--- config.mk ---
export PLATFORM = sky130hd
export DESIGN_NAME = key_sideload_serializer
export DESIGN_NICKNAME = d
export VERILOG_FILES = /design/src/rtl/key_sideload_serializer.sv
export SDC_FILE = /design/constraint.sdc
export NUM_CORES = 1
export LEC_CHECK = 0
export ABC_CLOCK_PERIOD_IN_PS = 2300
export BUFFER_PORTS_ARGS = -buffer_cell sky130_fd_sc_hd__buf_2
export CAP_MARGIN = 20
export CORE_MARGIN = 3
export CORE_UTILIZATION = 23
export DETAILED_ROUTE_END_ITERATION = 8
export SLEW_MARGIN = 20
export SYNTH_ARGS = -nofsm -noshare
export SYNTH_HDL_FRONTEND = slang
export SYNTH_SLANG_ARGS = --single-unit
--- constraint.sdc ---
create_clock -name clk_i -period 2.3 [get_ports clk_i]
set_clock_uncertainty 0.05 [all_clocks]
set_input_delay 0.23 -clock clk_i [delete_from_list [all_inputs] [get_ports clk_i]]
set_output_delay 0.23 -clock clk_i [all_outputs]
set_load 0.01 [all_outputs]
--- src/rtl/key_sideload_serializer.sv ---
// key_sideload_serializer
//
// Streams a sideloaded, share-split key out one WordWidth word at a time over
// a valid/ready handshake, then wipes the key register. With Unmask=0 every
// share is emitted raw, share-major; with Unmask=1 each beat is the XOR of
// all shares at that word index.
//
// Ports
//   clk_i        clock
//   rst_ni       asynchronous active-low reset
//   key_valid_i  key offered on key_i
//   key_i        packed key, share s at [s*KeyWidth +: KeyWidth]
//   key_ready_o  key accepted this cycle (IDLE only)
//   clear_i      abort and wipe, wins over handshake / capture
//   word_valid_o word_o holds a key word
//   word_ready_i consumer accepts word_o
//   word_o       current word, zero whenever word_valid_o is low
//   word_idx_o   word index within the share
//   share_idx_o  share index (0 in unmask mode)
//   last_o       current word is the final beat
//   busy_o       not idle
//
// state  | meaning
// -------+--------------------------------------------------------------
// idle   | waiting for a key, key_ready_o high
// stream | presenting words, advancing on each handshake
// wipe   | one cycle of key/index clearing after the last beat

module key_sideload_serializer #(
   parameter int unsigned Shares    = 2,
   parameter int unsigned KeyWidth  = 64,
   parameter int unsigned WordWidth = 32,
   parameter bit          Unmask    = 1'b0,
   localparam int unsigned NumWords = KeyWidth / WordWidth,
   localparam int unsigned WIdxW    = (NumWords > 1) ? $clog2(NumWords) : 1,
   localparam int unsigned SIdxW    = (Shares > 1) ? $clog2(Shares) : 1
) (
   input  logic                       clk_i,
   input  logic                       rst_ni,
   input  logic                       key_valid_i,
   input  logic [Shares*KeyWidth-1:0] key_i,
   output logic                       key_ready_o,
   input  logic                       clear_i,
   output logic                       word_valid_o,
   input  logic                       word_ready_i,
   output logic [WordWidth-1:0]       word_o,
   output logic [WIdxW-1:0]           word_idx_o,
   output logic [SIdxW-1:0]           share_idx_o,
   output logic                       last_o,
   output logic                       busy_o
);

   if ((KeyWidth % WordWidth) != 0 || Shares < 1) begin : gen_param_check
      $fatal(1, "key_sideload_serializer: KeyWidth must be a multiple of WordWidth and Shares >= 1");
   end

   localparam logic [WIdxW-1:0] last_word  = WIdxW'(NumWords - 1);
   localparam logic [SIdxW-1:0] last_share = SIdxW'(Shares - 1);

   typedef enum logic [1:0] {
      st_idle   = 2'd0,
      st_stream = 2'd1,
      st_wipe   = 2'd2
   } state_e;

   state_e                     state_q, state_d;
   logic [Shares*KeyWidth-1:0] key_q;
   logic [WIdxW-1:0]           word_idx_q;
   logic [SIdxW-1:0]           share_idx_q;
   logic                       capture;
   logic                       advance;
   logic                       at_last;
   logic [WordWidth-1:0]       word_sel;

   // Last beat is decided purely from registered indices so last_o never
   // depends on the consumer's ready.
   assign at_last = (word_idx_q == last_word) && (Unmask || share_idx_q == last_share);

   always_comb begin
      state_d      = state_q;
      capture      = 1'b0;
      advance      = 1'b0;
      key_ready_o  = 1'b0;
      word_valid_o = 1'b0;
      unique case (state_q)
         st_idle: begin
            key_ready_o = 1'b1;
            if (key_valid_i) begin
               capture = 1'b1;
               state_d = st_stream;
            end
         end
         st_stream: begin
            word_valid_o = 1'b1;
            if (word_ready_i) begin
               if (at_last) begin
                  state_d = st_wipe;
               end else begin
                  advance = 1'b1;
               end
            end
         end
         st_wipe: begin
            state_d = st_idle;
         end
         default: begin
            state_d = st_idle;
         end
      endcase
      // clear discards any coincident beat or capture
      if (clear_i) begin
         state_d = st_idle;
         capture = 1'b0;
         advance = 1'b0;
      end
   end

   always_ff @(posedge clk_i or negedge rst_ni) begin
      if (!rst_ni) begin
         state_q <= st_idle;
      end else begin
         state_q <= state_d;
      end
   end

   always_ff @(posedge clk_i or negedge rst_ni) begin
      if (!rst_ni) begin
         key_q       <= '0;
         word_idx_q  <= '0;
         share_idx_q <= '0;
      end else if (clear_i || state_q == st_wipe) begin
         key_q       <= '0;
         word_idx_q  <= '0;
         share_idx_q <= '0;
      end else if (capture) begin
         key_q       <= key_i;
         word_idx_q  <= '0;
         share_idx_q <= '0;
      end else if (advance) begin
         if (word_idx_q == last_word) begin
            word_idx_q <= '0;
            if (!Unmask) begin
               share_idx_q <= share_idx_q + 1'b1;
            end
         end else begin
            word_idx_q <= word_idx_q + 1'b1;
         end
      end
   end

   always_comb begin
      word_sel = '0;
      if (Unmask) begin
         for (int s = 0; s < int'(Shares); s++) begin
            word_sel = word_sel ^
               key_q[s*int'(KeyWidth) + int'(word_idx_q)*int'(WordWidth) +: WordWidth];
         end
      end else begin
         word_sel = key_q[int'(share_idx_q)*int'(KeyWidth) +
                          int'(word_idx_q)*int'(WordWidth) +: WordWidth];
      end
   end

   // Key bits only leave the block while a word is being presented.
   assign word_o      = word_valid_o ? word_sel : '0;
   assign word_idx_o  = word_idx_q;
   assign share_idx_o = share_idx_q;
   assign last_o      = word_valid_o && at_last;
   assign busy_o      = (state_q != st_idle);

endmodule

==> flow_summary_export.csv <==
group,metric,value,unit
route,routed_wire_length_per_instance,17.3,um
sta,hold_viol_final,0,
route,drt_total_wl,17400,um
cells_and_area,fill_cells,2359,
power,leakagePower,0.00417,uW
cells_and_area,post_route_cells_drive_above_1_share,0.393,
cells_and_area,mostFrequentLayoutCell,"sky130_fd_sc_hd__buf_2",
worst_setup_path,end_kind,"output port",
power,combPwrFrac,0.120,
route,viasPerCell,4.54,
sta,timing.final.setup_violations,0,
cells_and_area,final-instance-count-excl-fill,1006,
global_route,grt_first_pass_wirelength,27700,um
logic_synthesis,synth_top_cell_by_area,"sky130_fd_sc_hd__dfrtp_1",
die,placementRows,57,
power,cell_internal_pwr,4760,uW
clock_network,cts_tree,"yes",
place,port-buffer-count,170,
cells_and_area,flow.area_growth_from_synthesis,52.9,%
logic_synthesis,ys_types,23,
route,route.antenna.remaining_nets,0,
place,placed_area,0.00693,mm^2
worst_setup_path,crit_type,"reg -> out",
route,drt_first_pass_iters,4,
logic_synthesis,synth_nets,514,
route,drtIter0Drc,311,
global_route,number_of_global_route_vias_before_repair,5206,
worst_setup_path,r2r_setup_slack,0.53,ns
min_path,hold_depth,2,
cells_and_area,finalCoreUtilization,0.361,
power,power_per_cell_area,702,mW/mm^2
status,result_of_the_run,"finished, final reports clean",
global_route,number_of_antenna_violations_at_the_first_check_in_global_routing,1,
route,via_count,4565,
place,placed_cells_incl_taps,847,
cells_and_area,seqCellArea,0.00331,mm^2
clock_network,root_buffer_master,"sky130_fd_sc_hd__clkbuf_16",
logic_synthesis,syn_avg_cell_area,15.2,um^2
power,p_seq_frac,0.408,
logic_synthesis,netlist_area,0.00578,mm^2
die,initial_cell_density_of_the_core,0.236,
logic_synthesis,synth-warning-count,0,
sta,max_freq,460,MHz
power,power.switching,1450,uW
place,finalWeightedCongestion,0.712,
sta,layout_min_cycle_time,2.18,ns
clock_network,htree_num_levels,4,
worst_setup_path,critical_path.startpoint_type,"flop",
logic_synthesis,synth_top_area_share,0.571,
global_route,overflow,0,
sta,timing.final.max_slew_violations,0,
logic_synthesis,synth_cells,381,
cells_and_area,stdcell_area,0.00884,mm^2
sta,transition_time_of_the_tightest_slew_check_pin,0.724,ns
sta,max-slew-margin-rel,0.517,
global_route,grt_max_degree,118,
cells_and_area,number_of_nets_in_the_final_layout,802,
sta,timing.setup.tns,0,ns
die,design.core.area,0.0245,mm^2
clock_network,tritoncts_buffer_count,17,
die,die_y,165,um
die,io-pin-count,171,
clock_network,tritoncts_num_sinks,132,
power,clockPowerShare,0.472,
sta,rsz_0062_raised_after_global_routing,"no",
route,route.detailed.drc,0,
die,floorplan.die_area,0.0271,mm^2
logic_synthesis,synth_seq_area_share,0.571,
clock_network,clock_latency,0.41,ns
worst_setup_path,critPathRequiredTime,2.02,ns
cells_and_area,most-common-layout-cells,"169 x sky130_fd_sc_hd__buf_2, 130 x sky130_fd_sc_hd__dfrtp_1, 127 x sky130_fd_sc_hd__dlygate4sd3_1, 112 x sky130_fd_sc_hd__a22o_1, 33 x sky130_fd_sc_hd__nor2b_1",
worst_setup_path,reg2reg_depth,4,
worst_setup_path,worst_ep_arrival_time,1.90,ns
clock_network,post-cts-setup-buffer-count,0,
job,cap_viol_max_count,0,
place,dp_hpwl,10300,um
cells_and_area,multi_input_comb_area,0.00219,mm^2
worst_setup_path,timing.critical_path.fanout_max,18,
logic_synthesis,synth-seq-cells,132,
clock_network,clock_slew_at_reported_path_ffs,0.06,ns
cells_and_area,antenna_cells_inserted,0,
die,die_width,165,um
power,ir_drop,363,uV
logic_synthesis,synth.area.top_cells,"sky130_fd_sc_hd__dfrtp_1 57%, sky130_fd_sc_hd__a22o_1 17%, sky130_fd_sc_hd__mux4_2 12%, sky130_fd_sc_hd__nor2b_1 3.6%, sky130_fd_sc_hd__a22o_2 2.8%",
sta,post-route-period-util,0.946,
power,power_switching_share,0.233,
clock_network,cts_max_path_buffers,2,
global_route,grt.total_usage,0.132,
min_path,min-delay-path-class,"in -> reg",
-- per-stage QoR --
stage          setup slack [ns]  hold WS [ns]  power [uW]
6_report                  0.124        0.0289        6210
5_1_grt                 0.00633        0.0216        6470
2_1_floorplan             0.581        -0.116        2870
4_1_cts                  0.0637       0.00589        6310
3_5_place_dp              0.429         0.169        3150
3_3_place_gp              0.485         0.177        3150
-- power by group through the flow --
stage / registers, uW / clock network (uW) / logic [uW]
after floorplan: 2540 / 0 / 327
after global placement: 2570 / 0 / 576
after detailed placement: 2570 / 0 / 583
after CTS: 2530 / 3030 / 751
after global routing: 2550 / 3110 / 815
final: 2530 / 2930 / 745
-- layer usage --
layer | vias to the layer above | wire [um] | track usage
met5 | - | 7 | 0
met4 | 2 | 274 | 0.0419
met3 | 24 | 909 | 0.0319
met2 | 175 | 8610 | 0.221
met1 | 2297 | 7630 | 0.168
li1 | 2067 | - | -
-- cell families after synthesis --
kind of cell / share of synthesized area
flip-flops: 0.571
buffers and inverters: 0.0534
AO/OA/AOI/OAI: 0.203
AND/OR/NAND/NOR: 0.0482
multiplexers: 0.125
-- synthesized netlist by cell type (all sizes together) --
cell type,instances
nand2b,1
clkbuf,7
o21ba,1
buf,32
nor3,2
nor2,2
inv,2
a21oi,1
a22o,128
nor2b,33
dfrtp,132
and4bb,1
mux4,32
o22ai,1
nor3b,1
nand2,2
nand3b,1
or2,1
o211a,1
-- timing repair --
| action | in CTS | in global routing |
|---|---|---|
| hold buffers | 127 | 0 |
| setup endpoints to repair | 10 | 0 |
| endpoints found under the hold margin | 173 | 0 |
| resized for setup | 1 | 0 |
-- state kept, by name, summed over array words and instances (netlist names) --
| signal | count |
|---|---|
| word_idx_o | 1 |
| state_q | 2 |
| key_q | 128 |
| share_idx_o | 1 |
-- layout make-up --
type,instances,share of cell area
multi-input cells,208,0.247
clock buffers,20,0.0516
clock inverters,12,0.0202
flip-flops and latches,132,0.374
inverters,2,0.000849
well taps,324,0.0458
repair buffers,308,0.260
-- critical path: stages (launching register included) --
cell and delay [ns]:
sky130_fd_sc_hd__dfrtp_2 0.39, sky130_fd_sc_hd__buf_6 0.27, sky130_fd_sc_hd__mux4_2 0.55, sky130_fd_sc_hd__nor2b_1 0.14, sky130_fd_sc_hd__buf_2 0.14
-- path summary, 6_finish.rpt --
kind                            start    endpoint
min                         key_i[19]   key_q[19]
max in group asynchronous      rst_ni  key_q[117]
max reg2reg                state_q[0]  key_q[111]
max                        word_idx_o  word_o[20]
min reg2reg                 key_q[97]   key_q[97]
min in group asynchronous      rst_ni   key_q[42]
No activity file was read; power rests on OpenSTA's default activity.
